`config.mk`:
```
export PLATFORM = sky130hd
export DESIGN_NAME = led_blink_decoder_flat
export DESIGN_NICKNAME = d
export VERILOG_FILES = /design/src/rtl/led_blink_decoder_if.sv /design/src/rtl/led_blink_decoder.sv /design/src/flat_wrapper.sv
export SDC_FILE = /design/constraint.sdc
export NUM_CORES = 1
export LEC_CHECK = 0
export CELL_PAD_IN_SITES_DETAIL_PLACEMENT = 1
export CELL_PAD_IN_SITES_GLOBAL_PLACEMENT = 2
export CORE_MARGIN = 5
export CORE_UTILIZATION = 39
export DETAILED_ROUTE_END_ITERATION = 7
export PLACE_DENSITY_LB_ADDON = 0.1
export REMOVE_ABC_BUFFERS = 1
export SETUP_SLACK_MARGIN = 0.15
export SYNTH_ARGS = -nofsm -noshare
export SYNTH_HDL_FRONTEND = slang
export SYNTH_SLANG_ARGS = --single-unit
```
`constraint.sdc`:
```
create_clock -name clk100 -period 3.94 [get_ports clk100]
set_clock_uncertainty 0.05 [all_clocks]
set_input_delay 0.591 -clock clk100 [delete_from_list [all_inputs] [get_ports clk100]]
set_output_delay 0.591 -clock clk100 [all_outputs]
set_load 0.05 [all_outputs]
```
`src/rtl/led_blink_decoder_if.sv`:
```
// Signal bundle between the observed LED line and the blink decoder.
// The master side drives the LED line and watches the results; the slave side is the decoder.
interface led_blink_decoder_if;
  logic       led_i;
  logic [4:0] div_o;
  logic       meas_vld_o;
  logic       locked_o;
  logic       err_o;
  logic       stall_o;
  logic [1:0] state_dbg;

  // Strobes meas_vld_o/err_o are single-cycle and carry no backpressure: the consumer
  // must sample every cycle. div_o/locked_o/stall_o are levels held between updates.
  modport master (
    output led_i,
    input  div_o, meas_vld_o, locked_o, err_o, stall_o, state_dbg
  );

  modport slave (
    input  led_i,
    output div_o, meas_vld_o, locked_o, err_o, stall_o, state_dbg
  );
endinterface

```
`src/rtl/led_blink_decoder.sv`:
```
// Recovers the divide select of a blinking LED by timing the half-period between edges
// and requiring it to be an exact power of two: div = log2(half-period) - DIV_OFFSET.
module led_blink_decoder #(
  parameter int CNT_W      = 32,
  parameter int DIV_OFFSET = 20,
  parameter int LOCK_CNT   = 3
) (
  input  logic clk100,
  input  logic rst,
  led_blink_decoder_if.slave bus
);
  localparam int MC_W = $clog2(LOCK_CNT + 1);
  localparam logic [CNT_W-1:0] P_MAX  = '1;
  localparam logic [CNT_W-1:0] P_ONE  = CNT_W'(1);
  localparam logic [MC_W-1:0]  MC_ONE = MC_W'(1);
  localparam logic [MC_W-1:0]  MC_MAX = MC_W'(LOCK_CNT);

  typedef enum logic [1:0] {
    S_IDLE    = 2'd0,
    S_MEASURE = 2'd1,
    S_EVAL    = 2'd2
  } state_t;

  state_t            state, state_nxt;
  logic              sync1, sync2, sync3;
  logic              edge_det;
  logic [CNT_W-1:0]  p_cnt, p_lat;
  logic              p_sat;
  logic [MC_W-1:0]   match_cnt, match_nxt;
  logic [4:0]        div_q, div_new;
  logic              meas_vld_q, locked_q, err_q, stall_q;
  logic              p_onehot, meas_ok;
  int                k_idx;

  // Two sync stages, then a third copy only for edge comparison.
  always_ff @(posedge clk100 or negedge rst) begin
    if (!rst) begin
      sync1 <= 1'b0;
      sync2 <= 1'b0;
      sync3 <= 1'b0;
    end else begin
      sync1 <= bus.led_i;
      sync2 <= sync1;
      sync3 <= sync2;
    end
  end

  assign edge_det = sync2 ^ sync3;
  assign p_sat    = (p_cnt == P_MAX);

  // p_lat captures the count at the edge, i.e. exact cycles since the previous edge.
  always_ff @(posedge clk100 or negedge rst) begin
    if (!rst) begin
      p_cnt <= '0;
      p_lat <= '0;
    end else if (edge_det) begin
      p_cnt <= P_ONE;
      p_lat <= p_cnt;
    end else if (!p_sat) begin
      p_cnt <= p_cnt + P_ONE;
    end
  end

  always_ff @(posedge clk100 or negedge rst) begin
    if (!rst) state <= S_IDLE;
    else      state <= state_nxt;
  end

  always_comb begin
    state_nxt = state;
    case (state)
      S_IDLE:    if (edge_det) state_nxt = S_MEASURE;
      S_MEASURE: begin
        if (edge_det)   state_nxt = S_EVAL;
        else if (p_sat) state_nxt = S_IDLE;
      end
      S_EVAL:    state_nxt = edge_det ? S_EVAL : S_MEASURE;
      default:   state_nxt = S_IDLE;
    endcase
  end

  // Measurement decode and lock bookkeeping for the EVAL cycle.
  always_comb begin
    k_idx = 0;
    for (int i = 0; i < CNT_W; i++) begin
      if (p_lat[i]) k_idx = i;
    end
    p_onehot = (p_lat != '0) && ((p_lat & (p_lat - P_ONE)) == '0);
    meas_ok  = p_onehot && (k_idx >= DIV_OFFSET) && ((k_idx - DIV_OFFSET) <= 31);
    div_new  = 5'(k_idx - DIV_OFFSET);
    if ((match_cnt == '0) || (div_new != div_q)) match_nxt = MC_ONE;
    else if (match_cnt == MC_MAX)                match_nxt = match_cnt;
    else                                         match_nxt = match_cnt + MC_ONE;
  end

  always_ff @(posedge clk100 or negedge rst) begin
    if (!rst) begin
      div_q      <= '0;
      meas_vld_q <= 1'b0;
      locked_q   <= 1'b0;
      err_q      <= 1'b0;
      stall_q    <= 1'b0;
      match_cnt  <= '0;
    end else begin
      meas_vld_q <= 1'b0;
      err_q      <= 1'b0;
      if (state == S_IDLE && edge_det) begin
        stall_q <= 1'b0;
      end else if (state == S_MEASURE && !edge_det && p_sat) begin
        stall_q   <= 1'b1;
        locked_q  <= 1'b0;
        match_cnt <= '0;
      end else if (state == S_EVAL) begin
        if (meas_ok) begin
          div_q      <= div_new;
          meas_vld_q <= 1'b1;
          match_cnt  <= match_nxt;
          locked_q   <= (match_nxt == MC_MAX);
        end else begin
          err_q     <= 1'b1;
          locked_q  <= 1'b0;
          match_cnt <= '0;
        end
      end
    end
  end

  assign bus.div_o      = div_q;
  assign bus.meas_vld_o = meas_vld_q;
  assign bus.locked_o   = locked_q;
  assign bus.err_o      = err_q;
  assign bus.stall_o    = stall_q;
  assign bus.state_dbg  = state;
endmodule
```
`src/flat_wrapper.sv`:
```
// flat-port wrapper written by rule: the top's interface ports become plain ports
module led_blink_decoder_flat 
#(
  parameter int CNT_W      = 32,
  parameter int DIV_OFFSET = 20,
  parameter int LOCK_CNT   = 3
)
  (clk100, rst, bus_led_i, bus_div_o, bus_meas_vld_o, bus_locked_o, bus_err_o, bus_stall_o, bus_state_dbg);
  led_blink_decoder_if bus_i ();
  input  logic clk100;
  input  logic rst;
  input wire logic [$bits(bus_i.led_i)-1:0] bus_led_i;
  output wire logic [$bits(bus_i.div_o)-1:0] bus_div_o;
  output wire logic [$bits(bus_i.meas_vld_o)-1:0] bus_meas_vld_o;
  output wire logic [$bits(bus_i.locked_o)-1:0] bus_locked_o;
  output wire logic [$bits(bus_i.err_o)-1:0] bus_err_o;
  output wire logic [$bits(bus_i.stall_o)-1:0] bus_stall_o;
  output wire logic [$bits(bus_i.state_dbg)-1:0] bus_state_dbg;
  assign bus_i.led_i = bus_led_i;
  assign bus_div_o = bus_i.div_o;
  assign bus_meas_vld_o = bus_i.meas_vld_o;
  assign bus_locked_o = bus_i.locked_o;
  assign bus_err_o = bus_i.err_o;
  assign bus_stall_o = bus_i.stall_o;
  assign bus_state_dbg = bus_i.state_dbg;
  led_blink_decoder #(.CNT_W(CNT_W), .DIV_OFFSET(DIV_OFFSET), .LOCK_CNT(LOCK_CNT)) u_core (.clk100(clk100), .rst(rst), .bus(bus_i));
endmodule
```
# Yosys cells after proc, flatten, opt, wreduce, memory -nomap -nowiden
# Index checks and enable logic that the tools add are counted.
# totals
ff_bits	80
input_bits	3
elab_cells	104
out_inout_bits	11
# op_classes
order_cmp	2
reduce_logical	17
n_eq_ne	9
n_bitwise	4
add_sub_neg	4
mux	56
# ops
op	count
32-bit 2-to-1 mux	32
32-bit by 1-bit adder with 32-bit output (second input constant)	1
32-bit bitwise AND	1
32-bit == test (second input constant)	1
32-bit by 6-bit greater-or-equal comparator with 1-bit output (second input constant)	1
32-bit by 6-bit less-or-equal comparator with 1-bit output (second input constant)	1
32-bit logical NOT	1
32-bit nonzero test	1
32-bit by 1-bit subtractor with 32-bit output (second input constant)	1
32-bit by 6-bit subtractor with 32-bit output (second input constant)	1
2-bit 2-to-1 mux	9
1-bit 2-to-1 mux	14
2-bit == test (second input constant)	3
1-bit logical AND	6
2-bit case mux with 3 select lines	1
5-bit != test	1
2-bit logical NOT	2
2-bit by 1-bit != test with 1-bit output (second input constant)	2
2-bit AND reduction	2
4-bit AND reduction	1
2-bit nonzero test	2
3-bit by 1-bit != test with 1-bit output (second input constant)	1
2-bit by 1-bit adder with 2-bit output (second input constant)	1
2-bit by 1-bit == test with 1-bit output (second input constant)	1
4 further kinds	5

# Longest topological paths before layout
# Gate-level depths: netlist of the first run.
# depth
depth_word	39
ltp_mapped	13
mapped_depth_nobuf	12

# Least setup slack after synthesis of the first run
# OpenSTA, ideal clock, no wires.
# synth_path
kind	reg2reg
start	reg u_core.p_lat[11]
end	reg u_core.div_q[2], in the netlist u_core.bus.div_o[2]
stages_incl_launch_ff	12
arrival_time_ns	3.060
path_slack_ns	0.705
cell_sequence	dfrtp_1 > or4_1 > o211a_1 > o21ai_0 > inv_1 > ha_1 > inv_1 > ha_1 > o2111ai_1 > nor4_2 > nor4b_4 > mux2_4
# synth_between
elab_chain_len	25
elab_cells_between_ends	32
classes_between	2 x add/sub; 2 x order compare; 21 x mux; 1 x bitwise; 6 x reduce/logical
# synth_lines
element	line_no	source
start, declared	led_blink_decoder.sv:27	logic [CNT_W-1:0] p_cnt, p_lat;
start signal, assigned	led_blink_decoder.sv:58	p_lat <= p_cnt;
32-bit 2-to-1 mux * (21 in a row)	led_blink_decoder.sv:86	if (p_lat[i]) k_idx = i;
32-bit by 6-bit subtractor with 32-bit output *	led_blink_decoder.sv:89	meas_ok = p_onehot && (k_idx >= DIV_OFFSET) && ((k_idx - DIV_OFFSET) <= 31);
named net u_core.div_new[2]	led_blink_decoder.sv:30	logic [4:0] div_q, div_new;
32-bit by 6-bit less-or-equal comparator with 1-bit output	led_blink_decoder.sv:89	
1-bit logical AND	led_blink_decoder.sv:89	
4-bit AND reduction (no line)	--	
end signal, assigned	led_blink_decoder.sv:115	div_q <= div_new;
end, declared	led_blink_decoder.sv:30	
# Mark *: on every way through the listed nets, which the timed path passes. The rest lies on a longest branch.
# A chain may end at the register's enable or synchronous reset.

# Final worst setup path of the first run
# layout_path
start	reg u_core.p_lat[11]
end	reg u_core.div_q[1], in the netlist u_core.bus.div_o[1]
# layout_between
elab_chain_len	25
elab_cells_between_ends	32
classes_between	2 x add/sub; 2 x order compare; 21 x mux; 1 x bitwise; 6 x reduce/logical
# layout_lines
element	line_no
32-bit 2-to-1 mux (21 in a row)	led_blink_decoder.sv:86
32-bit by 6-bit subtractor with 32-bit output	led_blink_decoder.sv:89
named net u_core.div_new[2]	led_blink_decoder.sv:30
32-bit by 6-bit less-or-equal comparator with 1-bit output	led_blink_decoder.sv:89
1-bit logical AND	led_blink_decoder.sv:89
4-bit AND reduction (no line)	--
# The timed path passes the listed nets, and every way through them passes these cells.

==> summary.md, run 1 <==
| Metric | Value |
|---|---|
| DR pass1 iterations | 4 |
| Top FF cell, synth | dfrtp_1 |
| Final Cycle Share | about 90% |
| Final antenna-violating net count | 0 |
| CTS Sinks | 80 |
| GP Congestion | around 0.88 |
| CP Capture Type | flip-flop |
| Outcome | finished clean |
| P_leak | ~2.2 nW |
| Clk buf depth | 2 |
| Seq/Total Area, Yosys | between 40% and 50% |
| Synth Instances | 495 |
| Number of remaining DRC errors | 0 |
| Worst-path cell chain | or4_1 -> o211a_1 -> o21ai_0 -> inv_1 -> ha_1 -> inv_1 -> ha_1 -> o2111ai_1 -> nor4_2 -> nor4b_4 -> buf_4 -> mux2i_1 |
| Layout cells sized above 1 | between 8 and 9% |
| #FFs+latches synth | 80 |
| Area growth from synthesis to layout | 13.5% |
| CTS tree | built |
| Max Fclk | about 280 MHz |
| Dpl hpwl | approximately 8400 um |
| Clock transition at the registers of the reported paths | 60 ps |
| Largest fanout on the critical path | 8 |
| Hold slack | around 300 ps |
| Ant diodes | 0 |
| Post-synthesis area per instance | 8.87 sq um |
| I/O Buffers | 13 |
| FFs w/ async S/R, synth | 100% |
| Core ar. | approximately 11000 sq um |
| Buf+Inv Stages, Crit Path | 3 |
| Critical path startpoint category | flip-flop |
| GRT Resource Usage Total | 18.7% |
| Setup violators final | 0 |
| Hold Crit Class | flip-flop to flip-flop |
| Max VDD drop | 0.230 mV |
| Die Ht | between 100 and 150 um |
| Starting Density | between 40% and 50% |
| Clock Tree Root | clkbuf_16 |
| Num CTS Buffers | 9 |
| Vias | 3526 |
| H-tree depth | 3 |
| Largest stage delay, worst path | about 560 ps |
| Largest net degree at the start of global routing | around 80 |
| Drt initial violations | about 220 |
| Post-synth EDFFs | 0 |
| Clk Latency, worst-skew pair | between 300 and 400 ps |
| Pwr per Cell Area | 423 nW/um^2 |
| First-pass GRT wire length | 19500 um |
| Unrepaired setup endpoints after global routing | false |
| Max Transition Viols Final | 0 |
| Row cnt | 38 |
| Final Core Density | a little under half |
| Initial antenna violation count | 0 |
| Crit path time final | 3540 ps |
| Largest delay share family, worst path | simple AND/OR/NAND/NOR gates |
| Final net count | between 500 and 600 |
| Total Neg Setup Slack | 0 ps |
| Via-to-Cell Ratio | 5.48 |
| Vias in the first global route | between 3k and 4k |
| Hold Fails Final Rpt | 0 |
| Post-CTS Hold Fix Bufs | 0 |
| Worst Tran Pin Value | ~1200 ps |
| Die W | 116 um |
| Cell Area, Synth | roughly 4400 sq um |
| Worst Path Arrival | between 3000 and 4000 ps |
| Fillers | 1287 |
| CP Class | flip-flop to flip-flop |
| # Post-CTS Setup Buffers | 0 |
| Num ports | 14 |
| Final WL | roughly 12000 um |
| Slew HR | about a fifth |
| Syn. warnings | 0 |
| Critical-path top delay cell | or4_1 |
| Die area | around 13000 sq um |
| Synth cell types | 59 |
| WL/cell | about 18 um |
| Remaining Overflow, GRT | 0 |
| WP data required | about 4100 ps |
| Max Cap Viol | 0 |
[cells in the final DEF (no fill, tap or decap), types with 3 or more instances in the layout]
cell type	instances
nand2_1	102
dfrtp_1	80
nor2_1	59
o21ai_0	28
xnor2_1	20
a21oi_1	17
inv_1	16
xor2_1	13
nor3_1	12
clkdlybuf4s50_1	12
nand3_1	11
clkbuf_16	9
nand4_1	8
nor4_2	6
nor4_1	6
and4_1	6
and3_1	6
nor2b_1	5
a31oi_1	5
ha_1	5
buf_4	5
or4_1	4
o2111ai_1	4
or3_1	4
o21bai_1	3
o31ai_1	3
o41ai_1	3
nand2b_1	3
mux2_4	3
[cells in the mapped netlist, types with 8 or more instances]
cell      number  area share, %
inv_1         16            1.4
nand3_1       11            1.3
nor4_1         8            1.1
nor2_1        59            5.0
xor2_1        14            2.8
dfrtp_1       80             46
o21ai_0       28            3.2
xnor2_1       21            4.2
clkbuf_1      20            1.7
nand2_1      102            8.7
nor3_1        12            1.4
nand4_1        8            1.1
a21oi_1       17            1.9
[state kept, by name (all words and copies together), names as in the netlist]
signal	cells
u_core.bus.div_o	5
u_core.bus.err_o	1
u_core.bus.locked_o	1
u_core.bus.meas_vld_o	1
u_core.bus.stall_o	1
u_core.bus.state_dbg	2
u_core.match_cnt	2
u_core.p_cnt	32
u_core.p_lat	32
u_core.sync1	1
u_core.sync2	1
u_core.sync3	1
[cell families after synthesis]
logic type      after synthesis  synth area share [%]
xor+xnor                     35                  6.98
flops                        80                  45.6
mux                           5                  1.48
compound gates               84                  12.5
fa+ha+maj                     5                  1.42
buf+inv                      40                  3.68
simple gates                246                  28.4
[where the power goes]
group          switching (W)  total [W]  internal [W]
sequential         0.0000448   0.000897      0.000852
clock               0.000329   0.000914      0.000585
combinational       0.000191   0.000300      0.000108
total               0.000565    0.00211       0.00155
[what timing repair did]
item                                   in CTS  in global routing
setup endpoints to repair                   0                  4
endpoints found under the hold margin       0                  0
gates resized for setup                     0                  2
[stage by stage]
step	power, W	area [sq um]	setup WS, ps	cells
2_1_floorplan	0.00111	4290	633	471
3_3_place_gp	0.00121	4650	584	628
3_5_place_dp	0.00122	4650	402	628
4_1_cts	0.00214	4970	377	643
5_1_grt	0.00221	4980	172	643
6_report	0.00211	4980	398	643
[path summary, 6_finish.rpt]
kind | startpoint | endpoint | slack, ps | cells past startpoint
setup / recovery | u_core.p_lat[11]$_DFFE_PN0N_ | u_core.bus.div_o[1]$_DFFE_PN0P_ | 400 | 12
hold / removal | u_core.sync1$_DFF_PN0_ | u_core.sync2$_DFF_PN0_ | 300 | 0
setup reg to reg | u_core.p_lat[11]$_DFFE_PN0N_ | u_core.bus.div_o[1]$_DFFE_PN0P_ | 400 | 12
hold reg to reg | u_core.sync1$_DFF_PN0_ | u_core.sync2$_DFF_PN0_ | 300 | 0
max in group asynchronous | rst | u_core.p_cnt[12]$_DFFE_PN0P_ | 2800 | 1
min in group asynchronous | rst | u_core.sync2$_DFF_PN0_ | 380 | 1
[layer usage]
metal	GRT usage [%]	routed length, um	vias up	part of all wire (%)
met1	26.1	5580	1714	49
met5	0	0	-	0
met2	28.7	5130	57	45
met4	8.35	354	0	3.1
met3	2.95	444	20	3.9
li1	-	-	1735	-
[final cells by class]
cell class	instances	area, sq um	share of cell area (%)
repair buffers	17	158	3.16
multi-input cells	375	2270	45.5
clock inverters	3	65.1	1.31
flip-flops and latches	80	2000	40.2
inverters	16	60.1	1.21
well taps	140	175	3.51
clock buffers	12	256	5.15
Note: power is estimated with default switching activity, not from simulation.
==> run 2: changes to the inputs <==
--- a/config.mk
+++ b/config.mk
@@ -8,7 +8,7 @@
 export CELL_PAD_IN_SITES_DETAIL_PLACEMENT = 1
 export CELL_PAD_IN_SITES_GLOBAL_PLACEMENT = 2
 export CORE_MARGIN = 5
-export CORE_UTILIZATION = 39
+export CORE_UTILIZATION = 35
 export DETAILED_ROUTE_END_ITERATION = 7
 export PLACE_DENSITY_LB_ADDON = 0.1
 export REMOVE_ABC_BUFFERS = 1
==> summary.md, run 2 (synthesis results as in run 1) <==
| Metric | Value |
|---|---|
| Largest delay share family, worst path | simple AND/OR/NAND/NOR gates |
| Reg2Reg Setup Slack | 420 ps |
| Hold Crit Class | flip-flop to flip-flop |
| Final net count | ~510 |
| DR pass1 iterations | 5 |
| Most common cell after layout, fill and taps aside | nand2_1 |
| Final Cycle Share | 89.5% |
| Remaining Overflow, GRT | 0 |
| WL/cell | approximately 17 um |
| Max VDD drop | 0.212 mV |
| Number of remaining DRC errors | 0 |
| Die area | approximately 15000 sq um |
| Total Neg Setup Slack | 0 ps |
| Unrepaired setup endpoints after global routing | false |
| Dpl hpwl | approximately 8600 um |
| Core ar. | about 12000 sq um |
| Critical path startpoint category | flip-flop |
| CP Class | flip-flop to flip-flop |
| Row cnt | 41 |
| Clock power share | a little over two fifths |
| Final antenna-violating net count | 0 |
| Worst flop-to-flop path endpoint | u_core.bus.div_o[4]$_DFFE_PN0P_ |
| Die Ht | between 100 and 150 um |
| Initial antenna violation count | 0 |
| Most frequent cells in the layout | nand2_1 (102), dfrtp_1 (80), nor2_1 (59) |
| Clock transition at the registers of the reported paths | approximately 60 ps |
| Die W | 122 um |
| Vias in the first global route | ~3.6k |
| R2r startpoint | u_core.p_lat[11]$_DFFE_PN0N_ |
| Largest fanout on the critical path | 9 |
| Drt initial violations | 251 |
| Clk buf depth | 2 |
| Worst Path Arrival | 3700 ps |
| Slew HR | around 30% |
| Largest stage delay, worst path | between 500 and 600 ps |
| Hold slack | 308 ps |
| Hold endpoint | u_core.sync2$_DFF_PN0_ |
| Setup violators final | 0 |
| Largest net degree at the start of global routing | between 80 and 90 |
| Final WL | 11700 um |
| CTS Sinks | 80 |
| Pwr per Cell Area | 414 nW/um^2 |
| Crit path time final | approximately 3500 ps |
| Worst-path cell chain | or4_1 -> o211a_1 -> o21ai_0 -> inv_1 -> ha_1 -> inv_1 -> ha_1 -> o2111ai_1 -> nor4_2 -> nor4b_4 -> buf_4 -> mux2_4 |
| First-pass GRT wire length | 19300 um |
| # Post-CTS Setup Buffers | 0 |
| Worst Reg2Reg Path Length in Cells | 12 |
| Critical-path top delay cell | or4_1 |
| GP Congestion | roughly 0.82 |
| Hold Path Stages | 0 |
| Via-to-Cell Ratio | between 5 and 6 |
| Sw frac | 28.5% |
| Ant diodes | 0 |
| Area growth from synthesis to layout | 13.9% |
| Hold Crit Start | u_core.sync1$_DFF_PN0_ |
| CP Capture Type | flip-flop |
| Post-CTS Hold Fix Bufs | 0 |
| Num ports | 14 |
| P_leak | approximately 2.2 nW |
| CTS tree | built |
| Post-CTS sizing | 0 |
| Max Fclk | around 280 MHz |
| Hold Fails Final Rpt | 0 |
| Logic pwr share | ~15% |
| WP data required | between 4000 and 5000 ps |
| H-tree depth | 3 |
| Clock Tree Root | clkbuf_16 |
| Starting Density | a little over a third |
| Buf+Inv Stages, Crit Path | 3 |
| I/O Buffers | 13 |
| Pint | ~0.0015 W |
| Max Transition Viols Final | 0 |
| Outcome | finished clean |
| Vias | approximately 3.6k |
| Sw Pwr | 0.000590 W |
| Worst Tran Pin Value | 1060 ps |
| Layout cells sized above 1 | ~8.5% |
| Clk Latency, worst-skew pair | approximately 340 ps |
| Sequential power share | a little over two fifths |
| Max Cap Viol | 0 |
| GRT Resource Usage Total | 16.6% |
| Num CTS Buffers | 9 |
==> run 2: power by group through the flow <==
stage | combinational (W) | clock, W | sequential [W]
after floorplan | 0.000162 | 0 | 0.000945
after global placement | 0.000306 | 0 | 0.000911
after detailed placement | 0.000307 | 0 | 0.000913
after CTS | 0.000309 | 0.000900 | 0.000898
after global routing | 0.000332 | 0.000926 | 0.000902
final | 0.000302 | 0.000875 | 0.000897
==> run 2: through the flow <==
stage	instance area [sq um]	setup slack (ps)	total power [W]	std cells	utilization, %
floorplan	4290	633	0.00111	471	-
global placement	4690	601	0.00122	660	37.6
detailed placement	4690	445	0.00122	660	37.6
CTS	5000	417	0.00211	676	40.1
global route	5000	176	0.00216	676	40.1
finish	5000	415	0.00207	676	40.1
==> run 2: metal layers <==
metal | GRT usage (%) | wire, um
met1 | 23.2 | 5810
met2 | 26.4 | 5400
met3 | 2.55 | 272
met4 | 5.53 | 230
met5 | 0 | 0
==> run 2: worst max path at each step <==
stage | start | end | slack [ps] | depth (start not counted)
finish | u_core.p_lat[11]$_DFFE_PN0N_ | u_core.bus.div_o[4]$_DFFE_PN0P_ | 420 | 12
global route | u_core.p_lat[11]$_DFFE_PN0N_ | u_core.bus.div_o[4]$_DFFE_PN0P_ | 180 | 12
CTS | u_core.p_lat[11]$_DFFE_PN0N_ | u_core.bus.div_o[2]$_DFFE_PN0P_ | 420 | 12
detailed placement | u_core.p_lat[11]$_DFFE_PN0N_ | u_core.bus.div_o[2]$_DFFE_PN0P_ | 440 | 12
global placement | u_core.p_lat[11]$_DFFE_PN0N_ | u_core.bus.div_o[2]$_DFFE_PN0P_ | 600 | 12
floorplan | u_core.sync2$_DFF_PN0_ | u_core.match_cnt[0]$_DFFE_PN0P_ | 630 | 5
==> run 2: area by class of cell <==
type | count | area (sq um)
sequential | 80 | 2000
timing repair buffer | 17 | 158
inverter | 16 | 60.1
clock buffer | 11 | 253
fill | 1454 | 7460
tap | 172 | 215
clock inverter | 5 | 55.1
multi-input combinational | 375 | 2260
